[config.mk]
export PLATFORM = sky130hd
export DESIGN_NAME = data_mem_port
export DESIGN_NICKNAME = d
export VERILOG_FILES = /design/src/rtl/cpu_pkg.sv /design/src/rtl/data_mem_port.sv
export SDC_FILE = /design/constraint.sdc
export NUM_CORES = 1
export LEC_CHECK = 0
export CORE_MARGIN = 3
export CORE_UTILIZATION = 29
export DETAILED_ROUTE_END_ITERATION = 7
export PLACE_DENSITY = 0.6
export SETUP_SLACK_MARGIN = 0.2
export SLEW_MARGIN = 10
export SYNTH_ARGS = -nofsm -noshare
export SYNTH_HDL_FRONTEND = slang
export SYNTH_SLANG_ARGS = --single-unit
[constraint.sdc]
create_clock -name clk -period 3.8 [get_ports clk]
set_clock_uncertainty 0.1 [all_clocks]
set_input_delay 0.38 -clock clk [delete_from_list [all_inputs] [get_ports clk]]
set_output_delay 0.38 -clock clk [all_outputs]
set_load 0.02 [all_outputs]
[src/rtl/cpu_pkg.sv]
// cpu_pkg: memory-access encodings, port FSM states, load/store opcodes
// and the load-byte extend helper shared by the core and data_mem_port.
package cpu_pkg;
    localparam logic MEMC_BYTE = 1'b0;
    localparam logic MEMC_WORD = 1'b1;

    typedef enum logic [2:0] {
        IDLE = 3'd0,
        LO   = 3'd1,
        HI   = 3'd2,
        LAST = 3'd3,
        RESP = 3'd4
    } state_t;

    localparam logic [5:0] OP_LB = 6'b100000;
    localparam logic [5:0] OP_LW = 6'b100011;
    localparam logic [5:0] OP_SB = 6'b101000;
    localparam logic [5:0] OP_SW = 6'b101011;

    function automatic logic [15:0] ext_byte(input logic [7:0] b, input logic signed_en);
        return {{8{signed_en & b[7]}}, b};
    endfunction
endpackage

[src/rtl/data_mem_port.sv]
// data_mem_port: serialises one lb/lw/sb/sw request onto an 8-bit synchronous RAM,
// little-endian, and returns a registered ready/err pulse plus extended load data.
module data_mem_port
    import cpu_pkg::*;
#(
    parameter int ADDR_W    = 16,
    parameter bit LB_SIGNED = 1'b1
) (
    input  logic              clk,
    input  logic              rst,
    input  logic              req,
    input  logic              wmem,
    input  logic              memc,
    input  logic [ADDR_W-1:0] addr,
    input  logic [15:0]       wdata,
    output logic [15:0]       rdata,
    output logic              ready,
    output logic              err,
    output logic              mem_en,
    output logic              mem_we,
    output logic [ADDR_W-1:0] mem_addr,
    output logic [7:0]        mem_wdata,
    input  logic [7:0]        mem_rdata
);
    state_t            state, state_nxt;
    logic              wmem_q, memc_q, mis_q;
    logic [ADDR_W-1:0] addr_q;
    logic [15:0]       wdata_q;
    logic [7:0]        lo_q;
    logic              mis_in;

    assign mis_in = (memc == MEMC_WORD) & addr[0];

    always_comb begin
        state_nxt = state;
        case (state)
            IDLE:    state_nxt = !req ? IDLE : mis_in ? RESP : LO;
            LO:      state_nxt = (memc_q == MEMC_WORD) ? HI : wmem_q ? RESP : LAST;
            HI:      state_nxt = wmem_q ? RESP : LAST;
            LAST:    state_nxt = RESP;
            default: state_nxt = IDLE;
        endcase
    end

    // RAM strobes come only from state and latched request, so reset kills them at once
    assign mem_en    = (state == LO) || (state == HI);
    assign mem_we    = mem_en & wmem_q;
    assign mem_wdata = !mem_we ? 8'h00 : (state == HI) ? wdata_q[15:8] : wdata_q[7:0];

    always_ff @(posedge clk or posedge rst) begin
        if (rst) begin
            state    <= IDLE;
            wmem_q   <= 1'b0;
            memc_q   <= 1'b0;
            mis_q    <= 1'b0;
            addr_q   <= '0;
            wdata_q  <= 16'h0000;
            lo_q     <= 8'h00;
            rdata    <= 16'h0000;
            ready    <= 1'b0;
            err      <= 1'b0;
            mem_addr <= '0;
        end else begin
            state <= state_nxt;
            ready <= (state == RESP);
            err   <= (state == RESP) & mis_q;
            if (state == IDLE && req) begin
                wmem_q  <= wmem;
                memc_q  <= memc;
                mis_q   <= mis_in;
                addr_q  <= addr;
                wdata_q <= wdata;
                if (!mis_in)
                    mem_addr <= addr;
            end
            if (state == LO && memc_q == MEMC_WORD)
                mem_addr <= addr_q + ADDR_W'(1);
            if (state == HI)
                lo_q <= mem_rdata;
            // whole word is committed in one edge so no half-updated value is visible
            if (state == LAST)
                rdata <= (memc_q == MEMC_WORD) ? {mem_rdata, lo_q} : ext_byte(mem_rdata, LB_SIGNED);
        end
    end
endmodule

## Yosys cells after proc, flatten, opt, wreduce, memory -nomap -nowiden

Cells that the tools add are included.
W data, S select, Z words.

- Add/subtract/negate cells: 1
- Equality and inequality tests: 5
- Muxes and demuxes: 11
- Bitwise gates (word level): 3
- Reduce and logical (&&, ||, !) cells: 6

Operators with widths:

| operator | count |
|---|---|
| $mux W16 | 3 |
| $add A16 B1 Y16 const B | 1 |
| $mux W8 | 2 |
| $mux W15 | 1 |
| $mux W3 | 4 |
| $pmux W3 S4 | 1 |
| $eq A3 B2 Y1 const B | 2 |
| $and A1 B1 Y1 | 3 |
| $eq A3 B1 Y1 const B | 1 |
| $eq A3 B3 Y1 const B | 1 |
| $logic_not A3 Y1 | 1 |
| $logic_and A1 B1 Y1 | 2 |
| $ne A2 B1 Y1 const B | 1 |
| $reduce_and A2 Y1 | 1 |
| $reduce_bool A2 Y1 | 1 |
| $logic_or A1 B1 Y1 | 1 |

- Flip-flop bits (word level): 80
- Input port bits: 45
- Logic and storage cells: 37

## Longest topological paths before layout

- Depth after elaboration: 4
- Mapped depth: 7

## Least setup slack after synthesis

Ideal clock, no wire load.

- Path type: reg-to-output
- Start: register state[2]
- End: output mem_wdata[5]
- Arrival time: 1789 ps
- Data required time: 3320 ps
- Slack: 1531 ps
- Stages on the path, launching flop included: 6
- Buffers on the path: 2
- Cells stage by stage: dfrtp_1 -> clkbuf_1 -> nor3b_1 -> clkbuf_1 -> nand2_1 -> a21oi_1

- Longest elaborated chain between the ends: 4
- Elaborated cells between the ends (all ways): 6
- Those cells by class: eq/ne: 2; mux: 2; bitwise: 1; reduce/logical: 1

Ends and longest elaborated chain:

| element | line | RTL |
|---|---|---|
| start: declaration | data_mem_port.sv:25 | `state_t state, state_nxt;` |
| start signal: assignment | data_mem_port.sv:64 | `state <= state_nxt;` |
| $eq A3 B1 Y1 / $eq A3 B2 Y1 (equally long branches) | data_mem_port.sv:46, data_mem_port.sv:48 |  |
| $logic_or A1 B1 Y1 | data_mem_port.sv:46 | `assign mem_en = (state == LO) \|\| (state == HI);` |
| $and A1 B1 Y1 | data_mem_port.sv:47 | `assign mem_we = mem_en & wmem_q;` |
| $mux W8 * | data_mem_port.sv:48 | `assign mem_wdata = !mem_we ? 8'h00 : (state == HI) ? wdata_q[15:8] : wdata_q[7:0];` |
| end: declaration | data_mem_port.sv:22 | `output logic [7:0] mem_wdata,` |

Mark *: on every way between the ends. The rest lies on a longest branch, timed or not.

## Worst setup path in the final report

- Start: register state[0]
- End: output mem_wdata[0]

Same word-level chain as after synthesis.

==> metrics <==
status=finished, final reports clean; FF+latch area=2000 µm²; GPL Wtd Cong=0.783; core area=12200 µm²; placed instance area=4700 µm²; Clock Sinks=80; Syn Area/Cell=9.07 µm²; Worst EP required=3.32 ns; reg2reg setup slack=1.28 ns; FILL cells=1263; Hold Crit Start=mis_q$_DFFE_PP0P_; pre-CTS setup slack=1.04 ns; vias in the first global route=3046; root buffer cell=clkbuf_16; Worst Setup End Kind=output port; hpwl dp=6.36 mm; Slew HR=0.345; CTS Buf Count=9; GR Util met1=0.175; postcts setup bufs=0; PwrDens=846 nW/µm²; peak supply drop=0.000240 V; Seq cells post-synth=80; RSZ-0062 raised after global routing=no; number of diodes=0; Post-synth EDFFs=0; Hold WC Path Type=reg -> reg; met2 Use GR=0.223; Post-Synthesis Net Count=453; drt wl/cell=13.7 µm; Most used DFF post-synth=dfrtp_1; Pleak=2.27 nW; r2r worst-path depth=4; detailed-route via count=2966; post-CTS resize count=0; Die Y=119 µm; antenna-violating nets left=0; Multi-input gate area=1560 µm²; share of layout cells above drive strength 1=0.0508; Reg-to-Reg Start=state[2]$_DFF_PP0_; global-route wire length before repair=15.4 mm; Max FO, Critical Path=16; minimum clock period=2.92 ns; Yosys warnings=0; hold bufs inserted after CTS=0; final setup TNS=0 ns; worst-margin pin slew=0.980 ns; Worst Setup Path Type=reg -> out; setup violators final=0; post-synthesis instance area=3690 µm²; die area=14100 µm²; hold endpoint=mis_q$_DFFE_PP0P_; Detailed Route WL=9.07 mm; Design Area, Final=5030 µm²; Worst Setup Start Kind=flop; # DRC=0; register area share after synthesis=0.542; deepest clock path buffer count=2; CTS tree=done; Nets=533; GRT overflow=0; WHS Path Cells=2; initial antenna violation count=0; f_max=343 MHz; Clk pin slew, worst setup/hold paths=0.06 ns; Synth async-reset ratio=1.00; Iter 0 DRT Violations=201; GRT Resource Usage Total=0.134; commonest non-fill, non-tap cells in the layout=nand2_1 (165), clkdlybuf4s50_1 (88), dfrtp_1 (80), mux2i_1 (27), o21ai_0 (22); period utilization=0.768; Die Wd=119 µm; Critical Path AT=2.44 ns; vias per cell=4.49; Syn-to-layout area delta=36.2%; FP Rows=40; worst setup margin=0.881 ns; most common cell after layout, fill and taps aside=nand2_1; met3 GRT Util=0.0204; # IOs=89; Pins Over Slew Limit=0; port bufs=88; Clk Latency, worst-skew pair=0.32 ns; drt pass-1 iters=4; final hold vios=0; Yosys cell types=34; max_cap viols=0; Most Crowded Layer GR=met2; H-tree Lvls=3; Post-Syn Instances=407; largest net degree at the start of global routing=56; Reg2Reg Capture Point=mem_addr[2]$_DFFE_PP0P_; initial core utilization=0.302; Final Util=0.412
worst max path at each step:
stage / from / to / slack [ns] / cells after the start
finish: state[0]$_DFF_PP0_ / mem_wdata[0] / 0.88 / 5
global route: state[0]$_DFF_PP0_ / mem_wdata[0] / 0.66 / 5
CTS: state[0]$_DFF_PP0_ / mem_wdata[0] / 0.84 / 5
detailed placement: req / mem_addr[2]$_DFFE_PP0P_ / 1.04 / 5
global placement: req / mem_addr[2]$_DFFE_PP0P_ / 1.07 / 5
floorplan: rst / addr_q[0]$_DFFE_PP0P_ / 1.27 / 1
kinds of logic after synthesis:
kind of cell,Yosys count,synth area share
simple gates,204,0.228
fa+ha+maj,1,0.00339
buf+inv,29,0.0380
flops,80,0.542
compound gates,52,0.0810
xor+xnor,13,0.0308
mux,28,0.0762
cell usage after synthesis, types with 4 or more instances:
cell | n | area share
buf_2 | 4 | 0.0054
nor3_1 | 9 | 0.012
o21ai_0 | 22 | 0.030
nand2_1 | 165 | 0.17
clkbuf_1 | 15 | 0.015
mux2i_1 | 27 | 0.073
dfrtp_1 | 80 | 0.54
a21oi_1 | 18 | 0.024
xnor2_1 | 13 | 0.031
nand3_1 | 6 | 0.0081
nor2_1 | 7 | 0.0071
inv_1 | 7 | 0.0071
nor4_1 | 4 | 0.0068
layer usage:
layer	vias to the layer above	share of wire
li1	1502	-
met1	1390	0.45
met2	63	0.50
met3	11	0.034
met4	0	0.019
met5	-	0
critical path: stages (launching register included):
cell and delay, ns:
dfrtp_1 0.52, inv_1 0.14, nand3b_1 0.51, nand2_1 0.11, a21oi_1 0.20, clkdlybuf4s50_1 0.63
report_power, final:
part           internal, W  total [W]  switching [W]
Clock             0.000593   0.000930       0.000338
Combinational     0.000793    0.00172       0.000925
Sequential         0.00127    0.00161       0.000339
Total              0.00265    0.00425        0.00160
area by class of cell:
cell class                 instances  area share
clock inverter                     5      0.0159
sequential                        80       0.398
timing repair buffer              91       0.180
clock buffer                      11      0.0483
inverter                           7     0.00548
tap                              168      0.0418
multi-input combinational        298       0.311
flip-flops by register name, indices dropped and copies added (netlist names):
signal	count
mem_addr	16
err	1
addr_q	16
wmem_q	1
wdata_q	16
state	3
lo_q	8
ready	1
rdata	16
memc_q	1
mis_q	1
per-stage QoR:
| stage | cells | hold WS, ns | power [W] |
|---|---|---|---|
| 2_1_floorplan | 407 | 0.338 | 0.00266 |
| 3_3_place_gp | 644 | 0.360 | 0.00332 |
| 3_5_place_dp | 644 | 0.362 | 0.00336 |
| 4_1_cts | 660 | 0.377 | 0.00432 |
| 5_1_grt | 660 | 0.399 | 0.00458 |
| 6_report | 660 | 0.371 | 0.00425 |
Power figures use the tool's default switching activity.
